===== src/rtl/hpdmc_ddr16_wrpath.sv =====
// hpdmc_ddr16_wrpath
//   Write-data path feeding the 16-bit DDR DQ output register banks.
//   Write words are queued in a small FIFO. Each write command starts a fixed
//   sequence: WLAT cycles of latency, one DQS preamble cycle, BEATS data
//   cycles and one DQS postamble cycle. Every data beat pops one 32-bit word
//   and splits it into rising/falling 16-bit halves with byte masks.
//
// Ports
//   sys_clk, sys_rst_n   clock (rising edge), async active-low reset
//   wr_valid/wr_ready    write word handshake into the FIFO
//   wr_dat, wr_sel       32-bit word ([31:16] rising half), byte enables
//   wr_start             write command pulse, starts one burst sequence
//   busy                 sequence in progress
//   do_r, do_f           rising/falling data to the output register banks
//   dm_r, dm_f           rising/falling data masks (1 = masked)
//   do_ce                clock enable of the output register banks
//   dq_oe, dqs_oe        DQ/DM and DQS drive enables
//   underrun             one-cycle pulse: a data beat found the FIFO empty
module hpdmc_ddr16_wrpath #(
  parameter int WLAT       = 2,
  parameter int BEATS      = 2,
  parameter int FIFO_DEPTH = 4
) (
  input  logic        sys_clk,
  input  logic        sys_rst_n,
  input  logic        wr_valid,
  output logic        wr_ready,
  input  logic [31:0] wr_dat,
  input  logic [3:0]  wr_sel,
  input  logic        wr_start,
  output logic        busy,
  output logic [15:0] do_r,
  output logic [15:0] do_f,
  output logic [1:0]  dm_r,
  output logic [1:0]  dm_f,
  output logic        do_ce,
  output logic        dq_oe,
  output logic        dqs_oe,
  output logic        underrun
);

  localparam int AW = (FIFO_DEPTH > 1) ? $clog2(FIFO_DEPTH) : 1;
  localparam int CW = $clog2(FIFO_DEPTH) + 1;
  localparam logic [3:0]    LAT_LOAD  = 4'(WLAT - 1);
  localparam logic [2:0]    BEAT_LAST = 3'(BEATS - 1);
  localparam logic [AW-1:0] PTR_LAST  = AW'(FIFO_DEPTH - 1);
  localparam logic [CW-1:0] CNT_FULL  = CW'(FIFO_DEPTH);

  typedef enum logic [2:0] {
    S_IDLE,
    S_WAIT,
    S_PRE,
    S_DATA,
    S_POST
  } state_t;

  state_t        state;
  logic [3:0]    lat_cnt;
  logic [2:0]    beat_cnt;

  logic [35:0]   mem [FIFO_DEPTH];
  logic [AW-1:0] wptr;
  logic [AW-1:0] rptr;
  logic [CW-1:0] count;
  logic          full;
  logic          empty;
  logic          push;
  logic          pop;
  logic          load_beat;
  logic [35:0]   head;

  assign full     = (count == CNT_FULL);
  assign empty    = (count == '0);
  assign wr_ready = !full;
  assign push     = wr_valid && wr_ready;
  assign head     = mem[rptr];

  // The output registers are loaded on the edge that enters each data cycle,
  // so the word for a beat is fetched in the cycle just before it is driven.
  assign load_beat = (state == S_PRE) || ((state == S_DATA) && (beat_cnt != BEAT_LAST));
  assign pop       = load_beat && !empty;

  // FIFO storage: {sel[3:0], dat[31:0]}; contents need no reset
  always_ff @(posedge sys_clk) begin
    if (push) begin
      mem[wptr] <= {wr_sel, wr_dat};
    end
  end

  always_ff @(posedge sys_clk or negedge sys_rst_n) begin
    if (!sys_rst_n) begin
      wptr  <= '0;
      rptr  <= '0;
      count <= '0;
    end else begin
      if (push) begin
        wptr <= (wptr == PTR_LAST) ? '0 : AW'(wptr + 1'b1);
      end
      if (pop) begin
        rptr <= (rptr == PTR_LAST) ? '0 : AW'(rptr + 1'b1);
      end
      case ({push, pop})
        2'b10:   count <= count + 1'b1;
        2'b01:   count <= count - 1'b1;
        default: count <= count;
      endcase
    end
  end

  // Burst sequencer and registered outputs
  always_ff @(posedge sys_clk or negedge sys_rst_n) begin
    if (!sys_rst_n) begin
      state    <= S_IDLE;
      lat_cnt  <= '0;
      beat_cnt <= '0;
      busy     <= 1'b0;
      do_ce    <= 1'b0;
      dq_oe    <= 1'b0;
      dqs_oe   <= 1'b0;
      underrun <= 1'b0;
      do_r     <= '0;
      do_f     <= '0;
      dm_r     <= 2'b11;
      dm_f     <= 2'b11;
    end else begin
      underrun <= 1'b0;

      if (load_beat) begin
        if (!empty) begin
          do_r <= head[31:16];
          do_f <= head[15:0];
          dm_r <= ~head[35:34];
          dm_f <= ~head[33:32];
        end else begin
          // Empty FIFO: drive a fully masked beat; the burst keeps its length
          do_r     <= '0;
          do_f     <= '0;
          dm_r     <= 2'b11;
          dm_f     <= 2'b11;
          underrun <= 1'b1;
        end
      end

      case (state)
        S_IDLE: begin
          if (wr_start) begin
            busy <= 1'b1;
            if (WLAT == 1) begin
              state  <= S_PRE;
              dqs_oe <= 1'b1;
            end else begin
              state   <= S_WAIT;
              lat_cnt <= LAT_LOAD;
            end
          end
        end
        S_WAIT: begin
          // Counter reaching 0 after this decrement means PRE is next
          lat_cnt <= lat_cnt - 4'd1;
          if (lat_cnt == 4'd1) begin
            state  <= S_PRE;
            dqs_oe <= 1'b1;
          end
        end
        S_PRE: begin
          state    <= S_DATA;
          beat_cnt <= '0;
          dq_oe    <= 1'b1;
          do_ce    <= 1'b1;
        end
        S_DATA: begin
          if (beat_cnt == BEAT_LAST) begin
            state <= S_POST;
            dq_oe <= 1'b0;
            do_ce <= 1'b0;
          end else begin
            beat_cnt <= beat_cnt + 3'd1;
          end
        end
        S_POST: begin
          state  <= S_IDLE;
          dqs_oe <= 1'b0;
          busy   <= 1'b0;
        end
        default: begin
          state  <= S_IDLE;
          busy   <= 1'b0;
          dq_oe  <= 1'b0;
          dqs_oe <= 1'b0;
          do_ce  <= 1'b0;
        end
      endcase
    end
  end

endmodule


===== config.mk =====
export PLATFORM = sky130hd
export DESIGN_NAME = hpdmc_ddr16_wrpath
export DESIGN_NICKNAME = d
export VERILOG_FILES = /design/src/rtl/hpdmc_ddr16_wrpath.sv
export SDC_FILE = /design/constraint.sdc
export NUM_CORES = 1
export LEC_CHECK = 0
export ABC_AREA = 1
export ABC_CLOCK_PERIOD_IN_PS = 4100
export BUFFER_PORTS_ARGS = -buffer_cell sky130_fd_sc_hd__buf_2
export CAP_MARGIN = 20
export CORE_ASPECT_RATIO = 0.8
export CORE_MARGIN = 2
export CORE_UTILIZATION = 50
export CTS_CLUSTER_SIZE = 10
export DETAILED_ROUTE_END_ITERATION = 10
export GPL_TIMING_DRIVEN = 1
export PLACE_DENSITY = 0.69
export SYNTH_ARGS = -nofsm -noshare
export SYNTH_HDL_FRONTEND = slang
export SYNTH_SLANG_ARGS = --single-unit

===== constraint.sdc =====
create_clock -name sys_clk -period 4.1 [get_ports sys_clk]
set_clock_uncertainty 0.15 [all_clocks]
set_input_delay 1.23 -clock sys_clk [delete_from_list [all_inputs] [get_ports sys_clk]]
set_output_delay 1.23 -clock sys_clk [all_outputs]
set_load 0.02 [all_outputs]

After elaboration in Yosys (flattened, before gate mapping)
Memory sizes are Yosys's and may differ from the RTL's.
Cells that the tools add are included.
{"block": "classes", "n_eq_ne": 16, "n_mul": 0, "div": 0, "bitwise": 5, "add_sub_neg": 6, "n_mux": 25, "order_cmp": 0, "shifts": 0, "n_reduce_logical": 20}
{"op": "two-way mux 16 bit", "count": 2}
{"op": "two-way mux 3 bit", "count": 4}
{"op": "one-hot mux 3 bit (2 select lines)", "count": 2}
{"op": "one-hot mux 3 bit (4 select lines)", "count": 1}
{"op": "AND reduction 2 bit", "count": 5}
{"op": "OR reduction 3 bit", "count": 3}
{"op": "two-way mux 2 bit", "count": 4}
{"op": "one-hot mux 4 bit (2 select lines)", "count": 1}
{"op": "two-way mux 1 bit", "count": 7}
{"op": "adder 3 x 1 -> 3 bit, second input constant", "count": 2}
{"op": "== test 2 bit, second input constant", "count": 3}
{"op": "== test 3 x 1 -> 1 bit, second input constant", "count": 2}
{"op": "== test 3 x 2 -> 1 bit, second input constant", "count": 2}
{"op": "== test 3 bit, second input constant", "count": 2}
{"op": "logical NOT 3 bit", "count": 2}
{"op": "!= test 2 bit, second input constant", "count": 3}
{"op": "nonzero test 2 bit", "count": 3}
{"op": "adder 2 x 1 -> 2 bit, second input constant", "count": 2}
{"op": "== test 4 x 1 -> 1 bit, second input constant", "count": 1}
{"op": "two-way mux 4 bit", "count": 1}
{"op": "NOT 2 bit", "count": 2}
{"op": "one-hot mux 1 bit (2 select lines)", "count": 2}
{"op": "subtractor 4 x 1 -> 4 bit, second input constant", "count": 1}
{"op": "logical AND 1 bit", "count": 3}
{"op": "9 further kinds", "count": 12}
{"block": "word_totals", "out_inout_bits": 42, "mem_bits_ro": 0, "inputBits": 40, "latchBits": 0, "mem_bits_rw": 144, "memories": 1, "register_bits": 57}
{"name": "mem", "depth": 4, "word_bits": 36, "read_ports": 1, "rd_ports_with_merged_regs": 0, "wr": 1, "line": "61", "rtl": "logic [35:0] mem [FIFO_DEPTH];"}

Longest topological paths before layout
{"block": "logic_depth", "ltp_word": 6, "ltp_mapped": 13, "ltp_nobuf": 12}

Least setup slack after synthesis
Ideal clock, no wire load.
{"block": "synth_timing", "kind": "input to register", "start": "input port wr_valid", "end": "memory mem[0][0], enable pin", "path_buffers": 0, "cell_stages": 2, "setup_ps": 429, "t_arrival_ps": 2937, "path_slack_ps": 584, "path_cell_list": "nand2_1 > nor2_1"}
{"block": "synth_between", "elab_chain_cells": 3}
{"item": "start, declared", "line": "26", "rtl": "input logic wr_valid,"}
{"item": "logical AND 1 bit", "line": "75", "rtl": "assign push = wr_valid && wr_ready;"}
{"item": "two-way mux 1 bit", "line": "85", "rtl": "if (push) begin"}
{"item": "two-way mux 1 bit (implied by the code)", "line": "86", "rtl": "mem[wptr] <= {wr_sel, wr_dat};"}
{"item": "end, declared", "line": "61"}
No other way between the ends.

Worst setup path after layout
{"block": "layout_timing", "start": "register beat_cnt[0]", "end": "register count[2]"}
{"block": "layout_between", "elab_chain_cells": 6, "elab_cells_between_ends": 8}
{"item": "start, declared", "line": "59", "rtl": "logic [2:0] beat_cnt;"}
{"item": "start signal, assigned", "line": "177", "rtl": "beat_cnt <= beat_cnt + 3'd1;"}
{"item": "!= test 3 x 1 -> 1 bit (*)", "line": "80", "rtl": "assign load_beat = (state == S_PRE) || ((state == S_DATA) && (beat_cnt != BEAT_LAST));"}
{"item": "logical AND 1 bit (*)", "line": "80"}
{"item": "logical OR 1 bit (*)", "line": "80"}
{"item": "logical AND 1 bit (*)", "line": "81", "rtl": "assign pop = load_beat && !empty;"}
{"item": "== test 2 x 1 -> 1 bit or == test 2 bit (tied branches)", "line": "102", "rtl": "case ({push, pop})"}
{"item": "one-hot mux 3 bit (2 select lines) or nonzero test 2 bit (tied branches)"}
{"item": "end signal, assigned", "line": "103", "rtl": "2'b10: count <= count + 1'b1;"}
{"item": "end signal, assigned", "line": "104", "rtl": "2'b01: count <= count - 1'b1;"}
{"item": "end signal, assigned", "line": "105", "rtl": "default: count <= count;"}
{"item": "end, declared", "line": "64", "rtl": "logic [CW-1:0] count;"}
Mark *: on every way between the ends. The rest lies on a longest branch, timed or not.
A chain may end at the register's enable or synchronous reset.

==> impl_metrics.toml <==
[status]
status = "completed"

[placement]
routabilityCongestion = 0.755
io_buffers = 81
pre_cts_ws_ps = 1070
place.detailed.hpwl_mm = 9.60

[sta]
post-route-period-util_pct = 70.1
hold_viol = 0
tightest_slew_ps = 1000
drv_slew = 0
finalSetupTns_ps = 0
clock.fmax_mhz = 348
setup_violations = 0
rsz0062_at_grt = "false"
relSlewSlack_pct = 33.0
min_period_ps = 2870
layout_setup_ws_ps = 1230

[worst_setup_path]
rrSetupSlack_ps = 1230
crit_required_ps = 4370
worst_path_largest_cell_delay_ps = 760
crit_slowest_cell = "nor2_4"
reg2reg_from = "beat_cnt[0]$_DFFE_PN0P_"
r2r-end = "count[2]$_DFFE_PN0P_"
rr_worst_depth = 11
crit_arrival_ps = 3140
crit_type = "register to register"
startpoint_type = "register"
crit_fanout = 35
worstPathCellList = "ha_1 -> nand2_1 -> o21ai_4 -> nor2_4 -> ha_1 -> inv_1 -> fa_1 -> nor2_1 -> nor2_1 -> nand2_1 -> xnor2_1"
critPathCaptureType = "register"

[clock_tree]
h-tree-depth = 1
insertion_delay_ps = 490
cts_sinks = 201
clock_path_buffers = 3
post_cts_buffers = 0
holdBufCountCts = 0
clk_pin_slew_ps = 60
numCtsBuffers = 24
cts_tree = "built"
cts_root_buf = "clkbuf_16"
post_cts_resized = 0

[floorplanning]
io_pins = 82
start_util_pct = 51.1
rows = 41
fp.dieArea_mm2 = 0.0172
core_mm2 = 0.0158
die_h_um = 118
die_w_um = 146

[detailed_routing]
totalWireLength_mm = 16.6
dr.pass1.iters = 5
via_per_inst = 5.09
drc = 0
vias = 5328
detail_route.iter0.violations = 290
avgRoutedWirePerCell_um = 15.9
ant_nets = 0

[synth]
synth.distinct_cells = 26
yosysSeqAreaShare_pct = 71.2
synth-seq-cells = 201
yosysWarnings = 0
syn_avg_cell_area_um2 = 11.1
synth_cells = 727
synth_area_mm2 = 0.00808
yosys.area.top_type_share_pct = 53.5
ys_top_cells_by_area = "edfxtp_1 54%, dfrtp_1 16%, nand2_1 9.1%, nor2_1 6.6%, o21ai_0 4.2%"
synth_nets = 778
synth_top_area_cell = "edfxtp_1"

[power_and_ir_drop]
combPwrFrac_pct = 33.9
p_int_mw = 4.71
power_frac_seq_pct = 40.8
peakVddDrop_uv = 312
p_clk_share_pct = 25.3
power.density_mw_per_mm2 = 795
p_leak_nw = 4.03
p_sw_share_pct = 37.1
switchingPower_mw = 2.78

[hold_path]
hold_depth = 2
worstHoldEndpoint = "dm_r[1]$_DFFE_PN1P_"
min_from = "dm_r[1]$_DFFE_PN1P_"
min_path_type = "register to register"

[global_route]
grt_overflow = 0
grt_max_degree = 76
antenna_found_initial = 0
grtUsageTotal_pct = 19.6
grt_first_pass_wirelength_mm = 27.0
grt_pass1_vias = 5413

[cells_and_area]
n_fill_cell = 1320
final_nets = 864
area_growth_pct = 16.5
regArea_mm2 = 0.00576
drive_gt1_share_pct = 16.1
multiInputGateArea_mm2 = 0.00202
antenna_cells = 0

[run]
max_cap_viol_count = 0
sequential cells by signal, summed over array words and instances, names as in the netlist:
signal and count:
beat_cnt 3, busy 1, count 3, dm_f 2, dm_r 2, do_f 16
do_r 16, dq_oe 1, dqs_oe 1, lat_cnt 4, mem 144, rptr 2
state 3, underrun 1, wptr 2
worst max-delay path by stage:
stage / startpoint / end / slack (ps) / depth (start not counted)
after floorplan: wr_valid / mem[0][0]$_DFFE_PP_ / 580 / 2
after global placement: rptr[1]$_DFFE_PN0P_ / dm_f[0]$_DFFE_PN1P_ / 970 / 6
after detailed placement: wr_valid / mem[2][28]$_DFFE_PP_ / 1070 / 4
after CTS: beat_cnt[0]$_DFFE_PN0P_ / count[2]$_DFFE_PN0P_ / 1180 / 11
after global routing: beat_cnt[0]$_DFFE_PN0P_ / count[2]$_DFFE_PN0P_ / 1010 / 11
final: beat_cnt[0]$_DFFE_PN0P_ / count[2]$_DFFE_PN0P_ / 1230 / 11
per-stage QoR:
stage	instance area, um^2	util [%]	power, mW	cells	hold WS, ps
4_1_cts	9390	59.4	7.53	1045	316
2_1_floorplan	8080	-	4.89	727	317
5_1_grt	9410	59.6	8.01	1046	335
3_5_place_dp	8690	55.0	5.62	1001	305
3_3_place_gp	8660	54.8	5.50	1000	302
6_report	9410	59.6	7.48	1046	316
cell usage in the layout (no fill, tap or decap), drive strengths merged:
| master | synthesis | final |
|---|---|---|
| fa | 1 | 1 |
| xor2 | 1 | 1 |
| nor2 | 144 | 144 |
| a21oi | 1 | 1 |
| nand2 | 197 | 197 |
| nor3 | 1 | 1 |
| clkinv | 1 | 1 |
| inv | 41 | 42 |
| nand3 | 18 | 18 |
| edfxtp | 144 | 144 |
| nand4 | 3 | 3 |
| o22ai | 3 | 3 |
| xnor2 | 3 | 3 |
| ha | 10 | 10 |
| dfstp | 4 | 4 |
| buf | 20 | 90 |
| o21ai | 72 | 72 |
| dfrtp | 53 | 53 |
| clkbuf | 10 | 43 |
synth_stat cells:
cell / instances
nand4_1: 3
o21ai_0: 67
nor2_4: 2
buf_4: 3
ha_1: 10
a21oi_1: 1
clkbuf_1: 10
buf_6: 5
dfrtp_1: 53
nand2_2: 2
nor3_1: 1
xor2_1: 1
dfstp_2: 4
fa_1: 1
o22ai_1: 3
nand3_1: 18
inv_1: 38
xnor2_1: 3
nor2_1: 142
o21ai_4: 1
nand2_1: 195
clkinv_1: 1
inv_2: 3
o21ai_1: 4
buf_2: 12
edfxtp_1: 144
worst max-delay path: cells and delay by family (launching register included):
kind	cells	cell delay (ps)
and+or+nand+nor	5	1110
adders and majority gates	3	860
DFF	1	410
xor gates and xnor gates	1	110
AOI/OAI and AO/OA	1	80
buffers and inverters	1	70
power by group through the flow:
stage	logic [mW]	registers [mW]	clock network [mW]
5_1_grt	2.89	3.11	2.02
3_3_place_gp	2.43	3.07	0
2_1_floorplan	1.67	3.22	0
6_report	2.54	3.05	1.89
4_1_cts	2.55	3.06	1.92
3_5_place_dp	2.53	3.09	0
kinds of logic after synthesis:
kind of cell             Yosys count  synth area share, %
adder cells (fa/ha/maj)           11                 1.80
XOR/XNOR                           4                0.434
AND/OR/NAND/NOR                  363                 17.5
buffers and inverters             72                 4.14
AO/OA/AOI/OAI                     76                 4.89
flip-flops                       201                 71.2
layer usage:
| layer | GRT usage [%] | wire length [um] | vias to the layer above |
|---|---|---|---|
| met5 | 0 | 0 | - |
| met4 | 4.67 | 204 | 0 |
| li1 | - | - | 2565 |
| met3 | 3.60 | 1100 | 21 |
| met1 | 27.0 | 7350 | 2547 |
| met2 | 32.7 | 7970 | 195 |
layout make-up:
class / instances / area share [%]
timing repair buffer: 90 / 5.37
clock buffer: 43 / 7.37
tap: 215 / 2.86
inverter: 42 / 1.68
clock inverter: 1 / 0.0931
sequential: 201 / 61.2
multi-input combinational: 454 / 21.5
No activity file was read; power rests on OpenSTA's default activity.
